--- src/rtl/sram_fifo_feeder.sv ---
// Feeds one producer word per transaction to an SRAM FIFO engine and returns the engine's
// read-back word to a consumer. Define FEEDER_WATCHDOG_EN to bound the engine wait phases.
module sram_fifo_feeder #(
  parameter int unsigned TIMEOUT_CYCLES = 32
) (
  input  logic        fifoClk,
  input  logic        fifoRst,
  input  logic        inValid,
  input  logic [15:0] inData,
  output logic        inReady,
  output logic        fifoStart,
  output logic [15:0] fifoDataIn,
  input  logic [3:0]  fifoState,
  input  logic [15:0] fifoDataOut,
  output logic        outValid,
  output logic [15:0] outData,
  input  logic        outReady,
  output logic [15:0] txCount,
  output logic        timeoutErr
);

  localparam logic [3:0] EngIdle = 4'd0;
  localparam logic [3:0] EngDone = 4'd7;

  typedef enum logic [1:0] {StIdle, StStart, StRelease, StOut} state_e;

  state_e      state_q, state_d;
  logic        accept, capture, retire, consume, timeout;
  logic        fifo_start_q;
  logic [15:0] fifo_data_in_q;
  logic        out_valid_q;
  logic [15:0] out_data_q;
  logic [15:0] tx_count_q;

  always_ff @(posedge fifoClk) begin
    if (!fifoRst) begin
      state_q <= StIdle;
    end else begin
      state_q <= state_d;
    end
  end

  // Only the awaited engine code advances a wait state; anything else is ignored.
  always_comb begin
    state_d = state_q;
    unique case (state_q)
      StIdle: begin
        if (inValid) state_d = StStart;
      end
      StStart: begin
        if (timeout) begin
          state_d = StIdle;
        end else if (fifoState == EngDone) begin
          state_d = StRelease;
        end
      end
      StRelease: begin
        if (timeout) begin
          state_d = StIdle;
        end else if (fifoState == EngIdle) begin
          state_d = StOut;
        end
      end
      StOut: begin
        if (outReady) state_d = StIdle;
      end
      default: state_d = StIdle;
    endcase
  end

  always_comb begin
    inReady = 1'b0;
    accept  = 1'b0;
    capture = 1'b0;
    retire  = 1'b0;
    consume = 1'b0;
    unique case (state_q)
      StIdle: begin
        inReady = 1'b1;
        accept  = inValid;
      end
      StStart:   capture = (fifoState == EngDone);
      StRelease: retire  = (fifoState == EngIdle);
      StOut:     consume = outReady;
      default: ;
    endcase
  end

  always_ff @(posedge fifoClk) begin
    if (!fifoRst) begin
      fifo_start_q   <= 1'b1;
      fifo_data_in_q <= 16'h0000;
      out_valid_q    <= 1'b0;
      out_data_q     <= 16'h0000;
      tx_count_q     <= 16'h0000;
    end else begin
      if (accept) begin
        fifo_data_in_q <= inData;
        fifo_start_q   <= 1'b0;
      end
      if (capture || timeout) fifo_start_q <= 1'b1;
      if (capture) out_data_q <= fifoDataOut;
      if (retire) begin
        out_valid_q <= 1'b1;
        tx_count_q  <= tx_count_q + 16'd1;
      end
      if (consume) out_valid_q <= 1'b0;
    end
  end

`ifdef FEEDER_WATCHDOG_EN
  localparam int unsigned WdW = $clog2(TIMEOUT_CYCLES + 1);
  localparam logic [WdW-1:0] WdLast = WdW'(TIMEOUT_CYCLES - 1);

  logic [WdW-1:0] wd_cnt_q, wd_cnt_d;
  logic           waiting;
  logic           timeout_err_q;

  // Counter restarts on entry to either wait state and advances once per stalled cycle.
  always_comb begin
    waiting  = ((state_q == StStart) && (fifoState != EngDone)) ||
               ((state_q == StRelease) && (fifoState != EngIdle));
    timeout  = waiting && (wd_cnt_q == WdLast);
    wd_cnt_d = wd_cnt_q;
    if (accept || capture || timeout) begin
      wd_cnt_d = '0;
    end else if (waiting) begin
      wd_cnt_d = wd_cnt_q + WdW'(1);
    end
  end

  always_ff @(posedge fifoClk) begin
    if (!fifoRst) begin
      wd_cnt_q      <= '0;
      timeout_err_q <= 1'b0;
    end else begin
      wd_cnt_q <= wd_cnt_d;
      if (timeout) timeout_err_q <= 1'b1;
    end
  end

  assign timeoutErr = timeout_err_q;
`else
  assign timeout    = 1'b0;
  assign timeoutErr = 1'b0;
`endif

  assign fifoStart  = fifo_start_q;
  assign fifoDataIn = fifo_data_in_q;
  assign outValid   = out_valid_q;
  assign outData    = out_data_q;
  assign txCount    = tx_count_q;

endmodule

--- config.mk ---
export PLATFORM = sky130hd
export DESIGN_NAME = sram_fifo_feeder
export DESIGN_NICKNAME = d
export VERILOG_FILES = /design/src/rtl/sram_fifo_feeder.sv
export SDC_FILE = /design/constraint.sdc
export NUM_CORES = 1
export LEC_CHECK = 0
export CAP_MARGIN = 15
export CORE_MARGIN = 2
export CORE_UTILIZATION = 45
export CTS_CLUSTER_DIAMETER = 100
export DETAILED_ROUTE_END_ITERATION = 10
export PLACE_DENSITY = 0.87
export SYNTH_ARGS = -nofsm -noshare
export SYNTH_HDL_FRONTEND = slang
export SYNTH_SLANG_ARGS = --single-unit
--- constraint.sdc ---
create_clock -name fifoClk -period 3.15 [get_ports fifoClk]
set_input_delay 0.63 -clock fifoClk [delete_from_list [all_inputs] [get_ports fifoClk]]
set_output_delay 0.63 -clock fifoClk [all_outputs]
set_load 0.02 [all_outputs]
=== After elaboration in Yosys (flattened, before gate mapping) ===
Cells that the tools add are included.
W data, S select, Z words.

* Reduce and logical (&&, ||, !) cells: 5
* Muxes and demuxes: 10
* Eq/ne operators: 8
* Bitwise operators: 1
* $add $sub $neg: 1

{| class="wikitable"
|+ Operators with widths
! cell !! count
|-
| $add A16 B1 Y16 const B || 1
|-
| $mux W2 || 4
|-
| $ne A2 B2 Y1 const B || 4
|-
| $pmux W2 S4 || 1
|-
| $mux W1 || 5
|-
| $eq A2 B2 Y1 const B || 2
|-
| $eq A4 B3 Y1 const B || 1
|-
| $logic_not A4 Y1 || 1
|-
| $reduce_and A4 Y1 || 1
|-
| $reduce_or A2 Y1 || 2
|-
| $eq A2 B1 Y1 const B || 1
|-
| $logic_not A2 Y1 || 1
|-
| $not A1 Y1 || 1
|}

* Logic and storage cells: 31
* Input bits: 40
* Output and inout port bits: 52
* Register bits: 52

=== Depth between registers and ports, before layout ===
Gate-level depths: netlist of the first run.

* Word-level depth: 3
* Depth in mapped cells: 7

=== Worst setup path before layout of the first run ===
OpenSTA, ideal clock, no wires.

* Path type: input port to flip-flop
* Start: input port fifoState[1]
* End: register tx_count_q[15] (netlist: txCount[15])
* Path slack: 1.168 ns
* Arrival time: 1.911 ns
* Required time: 3.080 ns
* Stages on the path: 4
* Buffers on the path: 0
* Path through: nor4_4 > nand3_4 > or4_1 > a21oi_1

* Cells in the longest elaborated chain, start to end: 2

{| class="wikitable"
|+ RTL lines
! element !! line !! text
|-
| from (decl) || 13 || <nowiki>input logic [3:0] fifoState,</nowiki>
|-
| $logic_not A4 Y1 || 83 || <nowiki>StRelease: retire = (fifoState == EngIdle);</nowiki>
|-
| $mux W1 || 77 || <nowiki>unique case (state_q)</nowiki>
|-
| to (signal assigned) || 105 || <nowiki>tx_count_q <= tx_count_q + 16'd1;</nowiki>
|-
| to (decl) || 33 || <nowiki>logic [15:0] tx_count_q;</nowiki>
|}

No other way between the ends.
A chain may end at the register's enable or synchronous reset.

=== Worst setup path in the final report of the first run ===
* Start: register state_q[0]
* End: output port inReady

* Cells in the longest elaborated chain, start to end: 2

{| class="wikitable"
|+ RTL lines
! element !! line !! text
|-
| from (decl) || 27 || <nowiki>state_e state_q, state_d;</nowiki>
|-
| from (signal assigned) || 37 || <nowiki>state_q <= StIdle;</nowiki>
|-
| from (signal assigned) || 39 || <nowiki>state_q <= state_d;</nowiki>
|-
| $logic_not A2 Y1 || 77 ||
|-
| $mux W1 || 77 ||
|-
| to (decl) || 10 || <nowiki>output logic inReady,</nowiki>
|}

No other way between the ends.

==> out/qor.txt, run 1 <==
overall power - 1621 µW
register area share after synthesis - 49.70%
WP data required - 2.52 ns
largest family of logic cells by synthesized area - simple AND/OR/NAND/NOR gates
clock skew - 0.003231 ns
RePlAce Congestion - 0.7831
top post-synthesis cells by area - dfxtp_1, nand2_1, a21oi_1
slowest stage cell, crit path - clkdlybuf4s50_1
vias in the first global route - 1951
Hold Slack - 0.4575 ns
Static Leak - 0.001092 µW
unrepaired setup endpoints after global routing - no
initial antenna violation count - 0
adder-cell area share of the yosys netlist - 2.987%
most frequent cells in the layout - clkdlybuf4s50_1, nand2_1, dfxtp_1
Layout Nets - 382
reg-to-reg startpoint - state_q[0]
synthesis-to-finish area growth - 48.27%
Die Area - 5216 µm²
Worst Tran Pin Value - 0.8525 ns
CP arrival - 1.61 ns
complex-gate fraction of the synthesized area - 14.10%
peak supply drop - 0.4688 mV
critical path class - register to output pin
CTS tree - yes
CTS sink count - 52
Tot GR Track Use - 21.09%
Wirelength per Cell - 13.88 µm
fin crit share - 71.21%
critical path endpoint category - output pin
Hold Crit Start - outData[12]
IO Count - 92
die height - 72.23 µm
asr flop ratio synth - 0%
number of synthesized flops with an enable pin - 0
Core Area - 4414 µm²
reg2reg path depth - 6
cells along the critical path - inv_1 -> ha_1 -> clkdlybuf4s50_1
syn avg cell area - 8.312 µm²
post-synth top area cell - dfxtp_1
total grt overflow - 0
startpoint types - register
Final HPWL DP - 3.861 mm
Rel. slew slack - 43.08%
register bit total from synthesis - 52
Netlist Area Pre-Place - 2095 µm²
cts bufs inserted - 5
port bufs - 90
Post-CTS Setup Bufs - 0
CP max stage delay - 0.63 ns
hold path endpoint - outData[12]
synth unique cells - 31
Primary FF master, synth - dfxtp_1
fraction of layout cells with a size suffix above 1 - 3.254%
hold_buf cts - 0
worst-skew pair later-pin latency - 0.30 ns
Worst Hold Class - register to register
Slew Viols, Final - 0
Initial Util - 47.45%
first-pass GRT wire length - 8.763 mm
clock-pin slew of the registers on the worst-case setup and hold paths - 0.09 ns
delay-heaviest family, CP - buffers and inverters
Max-Cap Viols - 0
Syn Nets - 297
Mapped Cells - 252
number of buffers and inverters on the critical path - 2
Synth Area in XOR/XNOR - 3.345%
Final Setup Violations - 0
commonest non-fill, non-tap cell in the layout - clkdlybuf4s50_1
Vias/cell - 5.128
fin crit period - 2.243 ns
top cell type's share of synthesized area - 49.70%
outcome - finished, final reports clean
drt first-iter violations - 120
H-tree depth - 2
Max Buffers Root-to-Sink - 2
Critical R2R Capture - txCount[12]
pin count of the biggest net entering global routing - 51
via total after detailed routing - 2000
Hold Fails Final Rpt - 0
Die Wd - 72.23 µm
post-synthesis simple-gate area fraction - 25.63%
root buffer cell - clkbuf_8
Remaining DRCs - 0
cell count of the worst hold path - 2
Total Neg Setup Slack - 0 ns
Resized Gates After CTS - 0
PwrDens - 522.0 nW/µm²
Diodes inserted - 0
YS warnings - 0
antenna-violating nets left - 0
Detailed Routing Iterations Pass 1 - 4
largest fanout on the critical path - 5
mux contribution to synthesized area - 0.4779%
R2R Setup Slk - 1.18 ns
f_max - 445.8 MHz
wirelength, routed - 5.415 mm
Cell Rows - 24
-- power breakdown --
| part | total [µW] | internal (µW) | switching, µW |
|---|---|---|---|
| Combinational | 484 | 215 | 270 |
| Sequential | 751 | 716 | 34.7 |
| Clock | 386 | 180 | 206 |
-- cell type report --
type | count | area, µm²
Sequential cell | 52 | 1041
Timing Repair Buffer | 91 | 908.4
Inverter | 6 | 22.52
Clock buffer | 8 | 90.09
Tap cell | 52 | 65.06
Fill cell | 382 | 1309
Multi-Input combinational cell | 181 | 978.4
-- worst min-delay path: stages (launching register included) --
cell     delay (ns)
dfxtp_1        0.31
nand2_1        0.05
a21oi_1        0.05
-- state kept, by name (all words and copies together) (netlist names) --
name	count
fifoStart	1
outData	16
outValid	1
state_q	2
fifoDataIn	16
txCount	16
-- stage by stage --
step                      cells  setup slack (ns)  cell area (µm²)  utilization, %
after floorplan             252             1.168             2095               -
after detailed placement    382            0.7024             3015           68.31
after global placement      382            0.7690             3015           68.31
final                       390            0.9070             3105           70.35
after CTS                   390            0.9028             3105           70.35
after global routing        390            0.7991             3105           70.35
-- per-layer routing --
layer | global-route usage (%) | vias up | part of all wire, %
met2 | 37.61 | 56 | 51
met1 | 24.34 | 912 | 42
met5 | 0 | - | 0
met4 | 8.595 | 0 | 2.7
met3 | 4.583 | 13 | 4.9
li1 | - | 1019 | -
-- how the worst max path moves through the flow --
stage	start	end	slack [ns]	cells after the start
2_1_floorplan	fifoState[1]	txCount[15]	1.17	4
3_3_place_gp	fifoState[1]	txCount[15]	0.77	5
3_5_place_dp	fifoState[1]	txCount[15]	0.70	5
4_1_cts	state_q[0]	inReady	0.90	3
5_1_grt	state_q[0]	inReady	0.80	3
6_report	state_q[0]	inReady	0.91	3
-- synth_stat cells, types with 2 or more instances --
master    count
nand4_1       5
o31ai_1       4
ha_1          5
nand3_1       5
and2_1        3
and3_1        2
a211oi_1      2
inv_1         5
nand2_1      74
and4_1        2
nor2_1        8
xor2_1        7
a21oi_1      42
clkbuf_1     12
dfxtp_1      52
or3_1         3
o21ai_0       3
or4_1         5
-- cell families (layout without fill, tap and decap cells) --
| group | Yosys count | count (layout) |
|---|---|---|
| multiplexers | 1 | 1 |
| flip-flops | 52 | 52 |
| AND/OR/NAND/NOR | 112 | 112 |
| other | 1 | 1 |
| XOR/XNOR | 8 | 8 |
| AO/OA/AOI/OAI | 54 | 54 |
| adder cells (fa/ha/maj) | 5 | 5 |
| buffers and inverters | 19 | 105 |
(Power assumes the default switching activity.)
==> run 2, diff against run 1 <==
CORE_UTILIZATION = 41   (was 45)
PLACE_DENSITY = 0.8   (was 0.87)
clock period = 2.3 ns   (was 3.15 ns; I/O delays follow)
==> run 2 against run 1 <==
Compared with the run above: die area rose by 9.2%; worst setup slack got worse by 0.69 ns; worst hold slack got worse by 0.0013 ns; non-clock buffer count rose by 4; wire length fell by 4.7%; critical path type unchanged; total power rose by 35%; flip-flop and latch count did not move; critical endpoint unchanged; final cell count rose by 5.4%; largest cell class unchanged; combinational power rose by 40%.
==> out/qor.txt, run 2 (synthesis results as in run 1) <==
Hold Fails Final Rpt - 0 (unchanged)
Tot GR Track Use - 17.75% (-3.3 points)
startpoint types - register
peak supply drop - 0.6090 mV (+30%)
Final HPWL DP - 3.806 mm (-1.4%)
Max-Cap Viols - 0 (unchanged)
Post-CTS Setup Bufs - 0 (unchanged)
Remaining DRCs - 0 (unchanged)
multi-input logic area - 978.4 µm² (unchanged)
antenna-violating nets left - 0 (unchanged)
clock skew - 0.007425 ns (+0.004194 ns)
f_max - 480.6 MHz
clock-pin slew of the registers on the worst-case setup and hold paths - 0.08 ns (about the same)
Slew Viols, Final - 0 (unchanged)
Detailed Routing Iterations Pass 1 - 4 (unchanged)
critical path endpoint category - output pin
overall power - 2186 µW (+35%)
Worst Tran Pin Value - 0.5752 ns (-0.2773 ns)
Seq. cell area - 1041 µm² (unchanged)
initial antenna violation count - 0 (unchanged)
Die Area - 5696 µm² (+9.2%)
wirelength, routed - 5.163 mm (-4.7%)
commonest non-fill, non-tap cell in the layout - clkdlybuf4s50_1
drt first-iter violations - 50 (-58%)
Max Buffers Root-to-Sink - 2 (unchanged)
Diodes inserted - 0 (unchanged)
outcome - finished, final reports clean
die height - 75.48 µm (+4.5%)
CP arrival - 1.62 ns (about the same)
fin crit share - 90.47%
DP Area - 3093 µm² (+2.6%)
Wirelength per Cell - 12.56 µm (-9.5%)
Die Wd - 75.48 µm (+4.5%)
CTS sink count - 52 (unchanged)
Layout fillers - 455 (+19%)
Resized Gates After CTS - 0 (unchanged)
most frequent cells in the layout - clkdlybuf4s50_1, nand2_1, dfxtp_1
Rel. slew slack - 61.56% (+18 points)
H-tree depth - 2 (unchanged)
pin count of the biggest net entering global routing - 30 (-41%)
root buffer cell - clkbuf_8
Vias/cell - 4.929 (-3.9%)
Initial Util - 41.81% (-5.6 points)
Total Neg Setup Slack - 0 ns (unchanged)
cts bufs inserted - 5 (unchanged)
synthesis-to-finish area growth - 51.37%
fraction of layout cells with a size suffix above 1 - 4.399% (+1.1 points)
Layout Nets - 386 (+1.0%)
via total after detailed routing - 2026 (+1.3%)
RePlAce Congestion - 0.7245 (-7.5%)
unrepaired setup endpoints after global routing - no
IO Count - 92 (unchanged)
first-pass GRT wire length - 7.748 mm (-12%)
Static Leak - 0.001114 µW (+2.1%)
WP data required - 1.84 ns (-0.68 ns)
Final Cell Area - 3171 µm² (+2.1%)
Cell Rows - 26 (+8.3%)
critical path class - register to output pin
Final Setup Violations - 0 (unchanged)
fin crit period - 2.081 ns
largest fanout on the critical path - 5 (unchanged)
port bufs - 90 (unchanged)
vias in the first global route - 1753 (-10%)
hold_buf cts - 0 (unchanged)
worst-skew pair later-pin latency - 0.30 ns (about the same)
Worst Hold Class - register to register
PwrDens - 689.6 nW/µm² (+32%)
total grt overflow - 0 (unchanged)
Hold Slack - 0.4562 ns (-0.001277 ns)
Core Area - 5010 µm² (+13%)
CTS tree - yes
## run 2: cell types whose count changed in the layout (fill, tap and decap cells not counted)
cell / delta
buf_4: +2
buf_12: +2
clkbuf_1: -1
clkbuf_8: -1
clkinv_2: +1
## run 2: area by class of cell
class                           count  share of cell area, %
Sequential cell                    52                  32.83
Multi-Input combinational cell    181                  30.86
Timing Repair Buffer               95                  30.39
Tap cell                           70                  2.762
Clock buffer                        6                  2.289
Inverter                            6                 0.7103
Clock inverter                      1                 0.1579
## run 2: worst paths after layout
check | startpoint | end | slack (ns) | depth (start not counted)
worst max-delay path | state_q[0] | inReady | 0.22 | 3
worst min register to register | outData[12] | outData[12] | 0.46 | 2
worst min-delay path | outData[12] | outData[12] | 0.46 | 2
worst max register to register | state_q[0] | txCount[12] | 0.64 | 6
## run 2: per-stage QoR
step           util [%]  std cells  worst slack, ns
3_5_place_dp      61.74        404          0.01722
4_1_cts           63.29        411           0.2107
6_report          63.29        411           0.2193
3_3_place_gp      61.74        404          0.03758
5_1_grt           63.29        411           0.1532
2_1_floorplan         -        252           0.4881
## run 2: routing by layer
metal / global-route usage, % / share of wire [%]
met2: 29.76 / 50
met4: 8.187 / 1.9
met1: 21.63 / 44
met3: 4.101 / 4.1
met5: 0 / 0
## run 2: where the power goes
| group | leakage (µW) | internal [µW] | switching (µW) |
|---|---|---|---|
| Clock | 0.0000410 | 208 | 275 |
| Sequential | 0.000422 | 981 | 47.0 |
| Combinational | 0.000651 | 308 | 368 |
| Total | 0.00111 | 1500 | 689 |
## run 2: critical path: stages (launching register included)
cell and delay [ns]:
dfxtp_1 0.35, inv_1 0.09, ha_1 0.25, clkdlybuf4s50_1 0.64
==> run 3, diff against run 2 <==
TNS_END_PERCENT = 30   (was unset)
==> results of run 3 <==
Same layout as run 2: the final DEF is identical, and so are final timing and power.
